--- config.mk ---
export PLATFORM = sky130hd
export DESIGN_NAME = alun_seq
export DESIGN_NICKNAME = d
export VERILOG_FILES = /design/src/rtl/alun_pkg.sv /design/src/rtl/alun_core.sv /design/src/rtl/alun_seq.sv
export SDC_FILE = /design/constraint.sdc
export NUM_CORES = 1
export LEC_CHECK = 0
export CORE_MARGIN = 3
export CORE_UTILIZATION = 60
export CTS_CLUSTER_DIAMETER = 100
export DETAILED_ROUTE_END_ITERATION = 10
export GPL_ROUTABILITY_DRIVEN = 0
export PLACE_DENSITY_LB_ADDON = 0.12
export SLEW_MARGIN = 20
export SYNTH_ARGS = -nofsm -noshare
export SYNTH_HDL_FRONTEND = slang
export SYNTH_SLANG_ARGS = --single-unit
--- constraint.sdc ---
create_clock -name clk -period 7.6 [get_ports clk]
set_clock_uncertainty 0.1 [all_clocks]
set_input_delay 1.52 -clock clk [delete_from_list [all_inputs] [get_ports clk]]
set_output_delay 1.52 -clock clk [all_outputs]
set_load 0.02 [all_outputs]
--- src/rtl/alun_pkg.sv ---
// alun_pkg: shared encodings for the ALU sequencer.
//   MIN_WIDTH / MAX_WIDTH : legal operand width range
//   MODE_*                : Mode input encoding
//   OP_*                  : Operation encodings for logic and arithmetic modes
//   state_t               : sequencer FSM states
package alun_pkg;

  localparam int MIN_WIDTH = 2;
  localparam int MAX_WIDTH = 32;

  localparam logic MODE_LOGIC = 1'b0;
  localparam logic MODE_ARITH = 1'b1;

  // Mode 0
  localparam logic [2:0] OP_AND    = 3'b000;
  localparam logic [2:0] OP_OR     = 3'b001;
  localparam logic [2:0] OP_XOR    = 3'b010;
  localparam logic [2:0] OP_NOT_A  = 3'b011;
  localparam logic [2:0] OP_NAND   = 3'b100;
  localparam logic [2:0] OP_NOR    = 3'b101;
  localparam logic [2:0] OP_XNOR   = 3'b110;
  localparam logic [2:0] OP_PASS_A = 3'b111;

  // Mode 1
  localparam logic [2:0] OP_ADD    = 3'b000;
  localparam logic [2:0] OP_SUBC   = 3'b001;
  localparam logic [2:0] OP_INC    = 3'b010;
  localparam logic [2:0] OP_DEC    = 3'b011;
  localparam logic [2:0] OP_MUL    = 3'b100;
  localparam logic [2:0] OP_SHL    = 3'b101;
  localparam logic [2:0] OP_SHR    = 3'b110;
  localparam logic [2:0] OP_PASS_B = 3'b111;

  typedef enum logic [1:0] {
    ST_IDLE = 2'd0,
    ST_MUL  = 2'd1,
    ST_OUT  = 2'd2
  } state_t;

endpackage

--- src/rtl/alun_core.sv ---
// alun_core: single-cycle combinational datapath (everything except multiply).
//   a, b       : operands (a is already the accumulator when Use_acc is set)
//   cin        : carry in
//   mode       : 0 = logic, 1 = arithmetic
//   operation  : op select
//   f          : result
//   cout, v    : carry/shift-out and signed overflow
//   z, n       : zero and negative flags of f
module alun_core
  import alun_pkg::*;
#(
  parameter int WIDTH = 8
) (
  input  logic [WIDTH-1:0] a,
  input  logic [WIDTH-1:0] b,
  input  logic             cin,
  input  logic             mode,
  input  logic [2:0]       operation,
  output logic [WIDTH-1:0] f,
  output logic             cout,
  output logic             z,
  output logic             n,
  output logic             v
);

  logic [WIDTH-1:0] b_eff;
  logic [WIDTH:0]   sum;

  // All four adder ops share one adder; only the second operand changes.
  always_comb begin
    case (operation)
      OP_SUBC: b_eff = ~b;
      OP_INC:  b_eff = '0;
      OP_DEC:  b_eff = '1;
      default: b_eff = b;
    endcase
  end

  assign sum = {1'b0, a} + {1'b0, b_eff} + {{WIDTH{1'b0}}, cin};

  always_comb begin
    f    = '0;
    cout = 1'b0;
    v    = 1'b0;
    if (mode == MODE_LOGIC) begin
      case (operation)
        OP_AND:    f = a & b;
        OP_OR:     f = a | b;
        OP_XOR:    f = a ^ b;
        OP_NOT_A:  f = ~a;
        OP_NAND:   f = ~(a & b);
        OP_NOR:    f = ~(a | b);
        OP_XNOR:   f = ~(a ^ b);
        default:   f = a;
      endcase
    end else begin
      case (operation)
        OP_ADD, OP_SUBC, OP_INC, OP_DEC: begin
          f    = sum[WIDTH-1:0];
          cout = sum[WIDTH];
          // Overflow: both addends share a sign that the sum does not.
          v    = (a[WIDTH-1] == b_eff[WIDTH-1]) && (sum[WIDTH-1] != a[WIDTH-1]);
        end
        OP_SHL: begin
          f    = {a[WIDTH-2:0], cin};
          cout = a[WIDTH-1];
        end
        OP_SHR: begin
          f    = {cin, a[WIDTH-1:1]};
          cout = a[0];
        end
        OP_PASS_B: f = b;
        default: ;  // multiply is iterated in alun_seq
      endcase
    end
  end

  assign z = (f == '0);
  assign n = f[WIDTH-1];

endmodule

--- src/rtl/alun_seq.sv ---
// alun_seq: valid/ready ALU sequencer with iterative shift-add multiplier.
//   clk, rst_n           : clock, synchronous active-low reset
//   A, B, Cin            : operands and carry in, captured at accept
//   Mode, Operation      : op select
//   Use_acc              : use the registered F in place of A
//   in_valid / in_ready  : op handshake
//   out_valid / out_ready: result handshake
//   F, Cout, Z, N, V     : registered result and flags, held until retire
//
// state   | meaning
// --------+------------------------------------------------------------
// ST_IDLE | no result pending, ready for an op
// ST_MUL  | shift-add multiply in progress, WIDTH cycles, not ready
// ST_OUT  | result valid; ready only when it is retired this cycle
module alun_seq
  import alun_pkg::*;
#(
  parameter int WIDTH = 8
) (
  input  logic             clk,
  input  logic             rst_n,
  input  logic [WIDTH-1:0] A,
  input  logic [WIDTH-1:0] B,
  input  logic             Cin,
  input  logic             Mode,
  input  logic [2:0]       Operation,
  input  logic             Use_acc,
  input  logic             in_valid,
  output logic             in_ready,
  output logic             out_valid,
  input  logic             out_ready,
  output logic [WIDTH-1:0] F,
  output logic             Cout,
  output logic             Z,
  output logic             N,
  output logic             V
);

  if (WIDTH < MIN_WIDTH || WIDTH > MAX_WIDTH) begin : g_width_check
    $error("alun_seq: WIDTH outside supported range");
  end

  localparam int CW = $clog2(WIDTH + 1);

  state_t state, state_nxt;

  logic [CW-1:0]      mul_cnt;
  logic [2*WIDTH-1:0] mcand;
  logic [2*WIDTH-1:0] prod;
  logic [2*WIDTH-1:0] prod_nxt;
  logic [WIDTH-1:0]   mplier;
  logic [WIDTH-1:0]   a_eff;
  logic               accept;
  logic               is_mul;
  logic               mul_last;

  logic [WIDTH-1:0]   core_f;
  logic               core_cout;
  logic               core_z;
  logic               core_n;
  logic               core_v;

  // F is still the old result during a same-cycle retire, so chaining works.
  assign a_eff    = Use_acc ? F : A;
  assign is_mul   = (Mode == MODE_ARITH) && (Operation == OP_MUL);
  assign accept   = in_valid && in_ready;
  assign mul_last = (state == ST_MUL) && (mul_cnt == CW'(1));
  assign prod_nxt = prod + (mplier[0] ? mcand : '0);

  alun_core #(.WIDTH(WIDTH)) u_core (
    .a         (a_eff),
    .b         (B),
    .cin       (Cin),
    .mode      (Mode),
    .operation (Operation),
    .f         (core_f),
    .cout      (core_cout),
    .z         (core_z),
    .n         (core_n),
    .v         (core_v)
  );

  always_ff @(posedge clk) begin
    if (!rst_n) state <= ST_IDLE;
    else        state <= state_nxt;
  end

  always_comb begin
    state_nxt = state;
    case (state)
      ST_IDLE: begin
        if (accept) state_nxt = is_mul ? ST_MUL : ST_OUT;
      end
      ST_MUL: begin
        if (mul_last) state_nxt = ST_OUT;
      end
      ST_OUT: begin
        if (accept)         state_nxt = is_mul ? ST_MUL : ST_OUT;
        else if (out_ready) state_nxt = ST_IDLE;
      end
      default: state_nxt = ST_IDLE;
    endcase
  end

  always_comb begin
    in_ready  = 1'b0;
    out_valid = 1'b0;
    case (state)
      ST_IDLE: in_ready = 1'b1;
      ST_MUL:  in_ready = 1'b0;
      ST_OUT: begin
        out_valid = 1'b1;
        in_ready  = out_ready;
      end
      default: in_ready = 1'b1;
    endcase
  end

  always_ff @(posedge clk) begin
    if (!rst_n) begin
      F       <= '0;
      Cout    <= 1'b0;
      Z       <= 1'b0;
      N       <= 1'b0;
      V       <= 1'b0;
      mcand   <= '0;
      mplier  <= '0;
      prod    <= '0;
      mul_cnt <= '0;
    end else if (accept) begin
      if (is_mul) begin
        mcand   <= {{WIDTH{1'b0}}, a_eff};
        mplier  <= B;
        prod    <= '0;
        mul_cnt <= CW'(WIDTH);
      end else begin
        F    <= core_f;
        Cout <= core_cout;
        Z    <= core_z;
        N    <= core_n;
        V    <= core_v;
      end
    end else if (state == ST_MUL) begin
      prod    <= prod_nxt;
      mcand   <= mcand << 1;
      mplier  <= mplier >> 1;
      mul_cnt <= mul_cnt - CW'(1);
      if (mul_last) begin
        F    <= prod_nxt[WIDTH-1:0];
        Cout <= |prod_nxt[2*WIDTH-1:WIDTH];
        Z    <= (prod_nxt[WIDTH-1:0] == '0);
        N    <= prod_nxt[WIDTH-1];
        V    <= 1'b0;
      end
    end
  end

endmodule

=== After elaboration in Yosys (flattened, before gate mapping) ===
Cells that the tools add are included.

* Output and inout port bits: 14
* Input bits: 26
* Flip-flop bits (word level): 58

* Muxes and demuxes: 50
* Equal/unequal tests: 17
* Add/subtract/negate cells: 4
* Bitwise logic cells: 8
* Reduce and logical (&&, ||, !) cells: 15

{| class="wikitable"
|+ Operators with widths
! cell !! count
|-
| $mux W16 || 7
|-
| $mux W8 || 9
|-
| $pmux W8 S7 || 1
|-
| $not A8 Y8 || 5
|-
| $pmux W8 S4 || 1
|-
| $pmux W8 S3 || 1
|-
| $mux W1 || 20
|-
| $add A16 B16 Y16 || 1
|-
| $logic_not A8 Y1 || 2
|-
| $eq A3 B3 Y1 const B || 4
|-
| $mux W4 || 3
|-
| $mux W2 || 5
|-
| $add A8 B8 Y9 || 1
|-
| $add A9 B1 Y9 || 1
|-
| $and A8 B8 Y8 || 1
|-
| $or A8 B8 Y8 || 1
|-
| $reduce_or A8 Y1 || 1
|-
| $xor A8 B8 Y8 || 1
|-
| $eq A3 B2 Y1 const B || 2
|-
| $ne A2 B2 Y1 const B || 3
|-
| $pmux W2 S3 || 1
|-
| $reduce_and A3 Y1 || 2
|-
| $eq A4 B1 Y1 const B || 1
|-
| $logic_and A1 B1 Y1 || 4
|-
| 15 further kinds || 16
|}

=== Longest topological paths before layout ===
Gate-level depths: netlist (run 1).

* Word-level depth: 10
* Mapped depth: 17
* Depth with buffers taken out: 14

=== Cells and area by module ===
A second synthesis (run 1) with hierarchy kept.

* Cell total of the unflattened synthesis: 659
* Area, all modules: 5019.8 sq um

{| class="wikitable"
|+ By module, submodules not included
! module !! cells each !! times used !! area each (sq um)
|-
| alun_seq || 431 || 1 || 3360.7
|-
| alun_core || 228 || 1 || 1659.1
|}

=== Least setup slack after synthesis (run 1) ===
OpenSTA, ideal clock, no wires.

* Kind: input to register
* Start point: input port Operation[2]
* End point: register Z
* Stages: 17
* Data arrival time: 4698 ps
* Path buffers: 3
* Path slack: 2685 ps
* Cell sequence: clkbuf_1 buf_2 clkbuf_1 nand2b_1 a21oi_1 a21oi_1 fa_1 inv_1 fa_1 a21o_1 a21oi_1 o21bai_1 a21oi_1 xor2_1 o21ai_0 and4b_1 a22o_1

* Word-level cells in the longest chain between the ends: 9
* Elaborated cells on any way between the ends: 21

{| class="wikitable"
|+ Ends and longest elaborated chain
! element !! line !! source
|-
| start: declaration || alun_seq.sv:26 || <nowiki>input logic [2:0] Operation,</nowiki>
|-
| $eq A3 B2 Y1 / $eq A3 B1 Y1 (equally long branches) || alun_core.sv:31, alun_core.sv:46, alun_core.sv:57 ||
|-
| $pmux W8 S3 || alun_core.sv:31 || <nowiki>case (operation)</nowiki>
|-
| $add A8 B8 Y9 || alun_core.sv:39 || <nowiki>assign sum = {1'b0, a} + {1'b0, b_eff} + {{WIDTH{1'b0}}, cin};</nowiki>
|-
| $add A9 B1 Y9 || alun_core.sv:39 ||
|-
| $pmux W8 S4 || alun_core.sv:57 || <nowiki>case (operation)</nowiki>
|-
| $mux W8 || alun_core.sv:45 || <nowiki>if (mode == MODE_LOGIC) begin</nowiki>
|-
| $logic_not A8 Y1 || alun_core.sv:78 || <nowiki>assign z = (f == '0);</nowiki>
|-
| $mux W1 || alun_seq.sv:131 || <nowiki>if (is_mul) begin</nowiki>
|-
| $mux W1 || alun_seq.sv:130 || <nowiki>end else if (accept) begin</nowiki>
|-
| end signal: assignment || alun_seq.sv:139 || <nowiki>Z <= core_z;</nowiki>
|-
| end signal: assignment || alun_seq.sv:151 || <nowiki>Z <= (prod_nxt[WIDTH-1:0] == '0);</nowiki>
|-
| end: declaration || alun_seq.sv:34 || <nowiki>output logic Z,</nowiki>
|}

Parallel ways exist; a longest one is shown, timed or not. The select of a mux whose other input is x is not followed.
A chain may end at the register's enable or synchronous reset.

=== Final worst setup path (run 1) ===
* Start point: input port Operation[0]
* End point: register Z

Same word-level chain as after synthesis.

==> results.sh, run 1 <==
export IMPL_clock_latency_ns=0.33
export IMPL_core_area_sq_mm=0.00745
export IMPL_cp_slowest_cell="clkdlybuf4s50_1"
export IMPL_clock_sinks=57
export IMPL_dr_first_iter_drc_count=384
export IMPL_setup_viol=0
export IMPL_fin_util=0.717
export IMPL_yosysSeqAreaShare=0.241
export IMPL_cts_made_buffers=9
export IMPL_clock_path_buffers=2
export IMPL_die_y_um=94.8
export IMPL_max_freq_ghz=0.191
export IMPL_netlist_area_sq_mm=0.00474
export IMPL_ys_ff_latch=57
export IMPL_htreeDepth=3
export IMPL_multiInputGateArea_sq_mm=0.00330
export IMPL_globalRoute_totalOverflow=0
export IMPL_cts_root_buf="clkbuf_8"
export IMPL_cts_tree="built"
export IMPL_wl_per_cell_um=17.5
export IMPL_cp_end_kind="flop"
export IMPL_dr_pass1_iters=5
export IMPL_power_leakage_nw=2.27
export IMPL_dp_hpwl_um=9040
export IMPL_fin_cells=720
export IMPL_avgSynthCellArea_sq_um=7.92
export IMPL_startpoint_type="primary input"
export IMPL_report_final_slew_viol_count=0
export IMPL_synth_edf_count=0
export IMPL_status="finished, final reports clean"
export IMPL_drive_above_1_share=0.0660
export IMPL_cts_hold_buffers=0
export IMPL_finalHoldViolations=0
export IMPL_synth_cell_types=73
export IMPL_cts_resized_gates=0
export IMPL_synth_flop_cell="dfxtp_1"
export IMPL_clk_pin_slew_ns=0.06
export IMPL_async_flop_share=0
export IMPL_portBuffers=39
export IMPL_critPathRequiredTime_ns=7.72
export IMPL_path_max_fanout=18
export IMPL_dp_cells=704
export IMPL_crit_chain="clkdlybuf4s50_1, nor2_1, or2_2, a21oi_1, fa_1, inv_1, fa_1, a21o_1, a21oi_1, o21bai_1, a21oi_1, xor2_1, o21ai_0, and4b_1, a22o_1"
export IMPL_grt_max_degree=60
export IMPL_fill_cells=615
export IMPL_grt_pass1_wl_um=20500
export IMPL_ir_worst_vdd_mv=0.112
export IMPL_wirelength_um=12600
export IMPL_antenna_cells=0
export IMPL_worstHoldPathType="flop to flop"
export IMPL_via_count=4557
export IMPL_period_share=0.689
export IMPL_tns_ns=0
export IMPL_worst_slew_pin_transition_ns=1.04
export IMPL_rsz0062_at_grt="false"
export IMPL_post_cts_buffers=0
export IMPL_grt_pass1_vias=4253
export IMPL_antenna_found_initial=0
export IMPL_via_per_inst=6.33
export IMPL_slew_headroom=0.305
export IMPL_syn_nets=667
export IMPL_crit_path_max_incr_delay_ns=0.90
export IMPL_powerDensity_mw_per_mm2=153
export IMPL_regArea_sq_mm=0.00114
export IMPL_arrival_ns=5.36
export IMPL_start_util=0.636
export IMPL_yosysWarnings=0
export IMPL_areaGrowthSynthToFinish_pct=12.8
export IMPL_maxCapViolations=0
export IMPL_cp_buffers_inverters=2
export IMPL_fin_nets=685
export IMPL_critical_path_class="primary input to flop"
export IMPL_grt_usage=0.285
export IMPL_synthesis_instances=598
export IMPL_postRouteAntennaNets=0
export IMPL_drc=0
export IMPL_critical_path_top_delay_family="compound AO/OA/AOI/OAI gates"
export IMPL_fp_row_count=31
export IMPL_io_pins=40
export IMPL_dieWidth_um=94.8
export IMPL_crit_top_cell="a21oi_1"
export IMPL_die_area_sq_mm=0.00899
export IMPL_period_minus_slack_ns=5.24
## cell usage after synthesis, drive strengths merged (6+ instances only)
library cell,instances,area (sq um)
nand2,61,229
dfxtp,57,1140
a21oi,42,214
ha,40,500
nor2,35,131
inv,33,124
o21ai,33,165
clkbuf,26,108
nand3,25,125
and2,24,151
a21boi,21,158
nor2b,21,131
xnor2,18,158
mux2i,14,140
o211ai,14,105
buf,12,62.6
xor2,11,96.3
o211a,9,90.1
nand2b,8,50.1
a221oi,7,61.3
a22oi,6,45.0
and3,6,38.8
## final cells by class
class / instances / area share
inverters: 33 / 0.0232
clock buffers: 12 / 0.0309
multi-input cells: 470 / 0.618
clock inverters: 4 / 0.00937
flip-flops and latches: 57 / 0.214
well taps: 99 / 0.0232
repair buffers: 45 / 0.0815
## cells by family after synthesis
family,count (synthesis),synth area share
buf+inv,71,0.0621
flops,57,0.241
fa+ha+maj,43,0.118
compound gates,184,0.274
xor+xnor,29,0.0536
simple gates,196,0.202
mux,18,0.0486
## where the power goes
| part | internal [mW] | total [mW] | switching (mW) |
|---|---|---|---|
| logic | 0.0861 | 0.200 | 0.114 |
| clock network | 0.178 | 0.303 | 0.125 |
| registers | 0.307 | 0.315 | 0.00813 |
## per-stage QoR
step	power, mW	area, sq um	hold WS [ns]	worst slack [ns]
after detailed placement	0.517	5130	0.361	2.11
after global routing	0.851	5340	0.390	2.13
after floorplan	0.457	4740	0.339	2.69
after CTS	0.818	5340	0.371	2.43
final	0.818	5340	0.367	2.36
after global placement	0.512	5130	0.352	2.26
## cells in the final DEF, fill, tap and decap left out, types with 3 or more instances in the layout
master	n
nor2_1	35
mux4_2	4
and2_1	23
a211oi_1	3
a221oi_1	7
nor2b_1	20
o22ai_1	4
fa_1	3
nor4_1	4
and3_1	5
o2111ai_1	4
o21a_1	5
o21ai_0	29
nand3_1	25
dfxtp_1	57
o221ai_1	4
a21boi_0	7
nand2b_1	8
a22oi_1	6
xnor2_1	18
o21ai_1	4
nand2_1	61
mux2i_1	14
nor3_1	5
o211ai_1	14
buf_4	6
a31oi_1	4
inv_1	30
o211a_1	9
a21boi_1	14
a21oi_1	41
ha_1	40
clkbuf_8	12
inv_2	3
xor2_1	11
clkdlybuf4s50_1	39
## sequential cells by signal (all words and copies together) (netlist names)
register / count
Cout: 1
prod: 16
Z: 1
mcand: 16
mul_cnt: 4
V: 1
F: 8
state: 2
mplier: 8
## layer usage
layer  track usage  share of wire  routed length, um
met3        0.0486          0.087               1090
met4        0.0769          0.018                227
met1         0.400           0.44               5510
met2         0.450           0.46               5740
met5             0              0                  0
## final timing paths
kind | from | to | slack, ns | depth (start not counted)
worst min-delay path | mcand[11]$_SDFFE_PN0P_ | mcand[12]$_SDFFE_PN0P_ | 0.37 | 2
worst max register to register | mplier[0]$_SDFFE_PN0P_ | Cout$_SDFFE_PN0P_ | 4.01 | 11
worst min register to register | mcand[11]$_SDFFE_PN0P_ | mcand[12]$_SDFFE_PN0P_ | 0.37 | 2
worst max-delay path | Operation[0] | Z$_SDFFE_PN0P_ | 2.36 | 15
## worst reg2reg max path, cell delays in order (launching register included)
cell and delay [ns]:
dfxtp_1 0.47, and2_1 0.23, ha_1 0.21, fa_1 0.40
a21o_1 0.21, a31o_1 0.23, a2111oi_0 0.63, o31a_1 0.25
o2111ai_1 0.11, nor4_1 0.24, a31oi_1 0.14, o221a_1 0.24
Power figures use the tool's default switching activity.
==> run 2, diff against run 1 <==
--- a/config.mk
+++ b/config.mk
@@ -6,7 +6,7 @@
 export NUM_CORES = 1
 export LEC_CHECK = 0
 export CORE_MARGIN = 3
-export CORE_UTILIZATION = 60
+export CORE_UTILIZATION = 54
 export CTS_CLUSTER_DIAMETER = 100
 export DETAILED_ROUTE_END_ITERATION = 10
 export GPL_ROUTABILITY_DRIVEN = 0
==> constraint.sdc (replaced) <==
create_clock -name clk -period 4.7 [get_ports clk]
set_clock_uncertainty 0.1 [all_clocks]
set_input_delay 0.94 -clock clk [delete_from_list [all_inputs] [get_ports clk]]
set_output_delay 0.94 -clock clk [all_outputs]
set_load 0.02 [all_outputs]
==> run 2 against run 1 <==
Compared with the run above: non-clock buffer count is 10 higher; die area is 10% higher; hold slack worse by 0.0031 ns; critical path depth stayed put; setup slack worse by 1.8 ns; total power is 68% higher; clock-buffer cell count is 3 lower; utilization is 6.9 points lower; final cell count is 2.2% higher; first-iteration DRC count is 8.6% lower; wire length is 4.3% higher; critical path type unchanged; final area is 1.8% higher.
==> results.sh, run 2 (synthesized netlist as in run 1, its figures left out) <==
export IMPL_cts_made_buffers=9
export IMPL_portBuffers=39
export IMPL_fill_cells=755
export IMPL_powerDensity_mw_per_mm2=253
export IMPL_fp_row_count=33
export IMPL_dr_pass1_iters=5
export IMPL_globalRoute_totalOverflow=0
export IMPL_rsz0062_at_grt="false"
export IMPL_finalHoldViolations=0
export IMPL_grt_usage=0.272
export IMPL_dr_first_iter_drc_count=351
export IMPL_critical_path_class="primary input to flop"
export IMPL_dp_hpwl_um=9550
export IMPL_path_max_fanout=8
export IMPL_clock_path_buffers=2
export IMPL_cts_resized_gates=0
export IMPL_crit_path_start="Operation[0]"
export IMPL_fin_nets=695
export IMPL_max_freq_ghz=0.239
export IMPL_rr_worst_depth=11
export IMPL_die_area_sq_mm=0.00993
export IMPL_grt_max_degree=60
export IMPL_drc=0
export IMPL_postRouteAntennaNets=0
export IMPL_drive_above_1_share=0.0808
export IMPL_io_pins=40
export IMPL_ir_worst_vdd_mv=0.150
export IMPL_clk_pin_slew_ns=0.08
export IMPL_grt_pass1_vias=4357
export IMPL_worst_slew_pin_transition_ns=0.998
export IMPL_post_cts_buffers=0
export IMPL_start_util=0.565
export IMPL_r2r_start="mplier[0]$_SDFFE_PN0P_"
export IMPL_wirelength_um=13100
export IMPL_whs_path_depth=2
export IMPL_tns_ns=0
export IMPL_dieWidth_um=99.7
export IMPL_worstHoldPathType="flop to flop"
export IMPL_core_area_sq_mm=0.00838
export IMPL_wl_per_cell_um=17.8
export IMPL_cts_tree="built"
export IMPL_maxCapViolations=0
export IMPL_reg_top3="mcand x16, prod x16"
export IMPL_final_common_cell="nand2_1"
export IMPL_slew_headroom=0.332
export IMPL_cts_hold_buffers=0
export IMPL_antenna_found_initial=0
export IMPL_period_share=0.889
export IMPL_hold_path_startpoint="mcand[11]$_SDFFE_PN0P_"
export IMPL_report_final_slew_viol_count=0
export IMPL_setup_viol=0
export IMPL_areaGrowthSynthToFinish_pct=14.8
export IMPL_power_leakage_nw=2.32
export IMPL_cp_end_kind="flop"
export IMPL_r2r_slack_ns=1.12
export IMPL_die_y_um=99.7
export IMPL_startpoint_type="primary input"
export IMPL_clock_sinks=57
export IMPL_via_per_inst=6.15
export IMPL_antenna_cells=0
export IMPL_status="finished, final reports clean"
export IMPL_via_count=4527
export IMPL_arrival_ns=4.31
export IMPL_grt_pass1_wl_um=21900
export IMPL_clock_latency_ns=0.35
export IMPL_critPathRequiredTime_ns=4.83
export IMPL_fin_util=0.649
export IMPL_holdPathEnd="mcand[12]$_SDFFE_PN0P_"
export IMPL_reg2reg_to="Cout$_SDFFE_PN0P_"
export IMPL_period_minus_slack_ns=4.18
export IMPL_mostFrequentLayoutCells="nand2_1, dfxtp_1, a21oi_1"
export IMPL_cts_root_buf="clkbuf_8"
export IMPL_htreeDepth=3
[run 2: cell types whose count changed in the layout (fill, tap and decap cells not counted)]
| cell | change |
|---|---|
| bufinv_16 | +1 |
| buf_4 | +10 |
| clkinvlp_4 | -1 |
| clkbuf_8 | -3 |
| inv_6 | +1 |
| clkinv_4 | +3 |
| clkinv_2 | -1 |
[run 2: worst max-delay path by stage]
stage                                end  slack [ns]  cells past startpoint
after floorplan           Z$_SDFFE_PN0P_        0.37                     17
after global placement    Z$_SDFFE_PN0P_        0.40                     15
after detailed placement  Z$_SDFFE_PN0P_        0.27                     15
after CTS                 Z$_SDFFE_PN0P_        0.62                     15
after global routing      Z$_SDFFE_PN0P_        0.29                     15
final                     Z$_SDFFE_PN0P_        0.52                     15
[run 2: per-stage QoR]
| step | hold slack (ns) | setup slack (ns) | instances | area (sq um) | total power [mW] |
|---|---|---|---|---|---|
| 3_3_place_gp | 0.355 | 0.402 | 720 | 5210 | 0.842 |
| 2_1_floorplan | 0.339 | 0.365 | 598 | 4740 | 0.739 |
| 5_1_grt | 0.392 | 0.287 | 736 | 5440 | 1.44 |
| 4_1_cts | 0.366 | 0.624 | 736 | 5440 | 1.38 |
| 3_5_place_dp | 0.359 | 0.274 | 720 | 5210 | 0.849 |
| 6_report | 0.364 | 0.522 | 736 | 5440 | 1.38 |
[run 2: critical path: stages]
cell,delay (ns)
clkdlybuf4s50_1,0.51
nor2_1,0.09
or2_2,0.35
a21oi_1,0.22
fa_1,0.22
inv_1,0.06
fa_1,0.40
a21o_1,0.18
a21oi_1,0.24
o21bai_1,0.13
a21oi_1,0.25
xor2_1,0.10
o21ai_0,0.22
and4b_1,0.23
a22o_1,0.17
[run 2: power by group]
part           leakage [nW]  internal [mW]  switching, mW
combinational          1.75          0.148          0.190
sequential            0.462          0.495         0.0131
clock                 0.110          0.303          0.228
total                  2.32          0.946          0.431
[run 2: area by class of cell]
| class | count | area [sq um] | area share |
|---|---|---|---|
| inverters | 33 | 124 | 0.0228 |
| repair buffers | 55 | 510 | 0.0939 |
| flip-flops and latches | 57 | 1140 | 0.210 |
| clock buffers | 9 | 124 | 0.0228 |
| clock inverters | 7 | 103 | 0.0189 |
| well taps | 105 | 131 | 0.0242 |
| multi-input cells | 470 | 3300 | 0.608 |
[run 2: per-layer routing]
layer,part of all wire,GRT usage,vias to the layer above
li1,-,-,2213
met1,0.45,0.368,2119
met2,0.46,0.443,165
met3,0.062,0.0386,30
met4,0.023,0.0956,0
met5,0,0,-
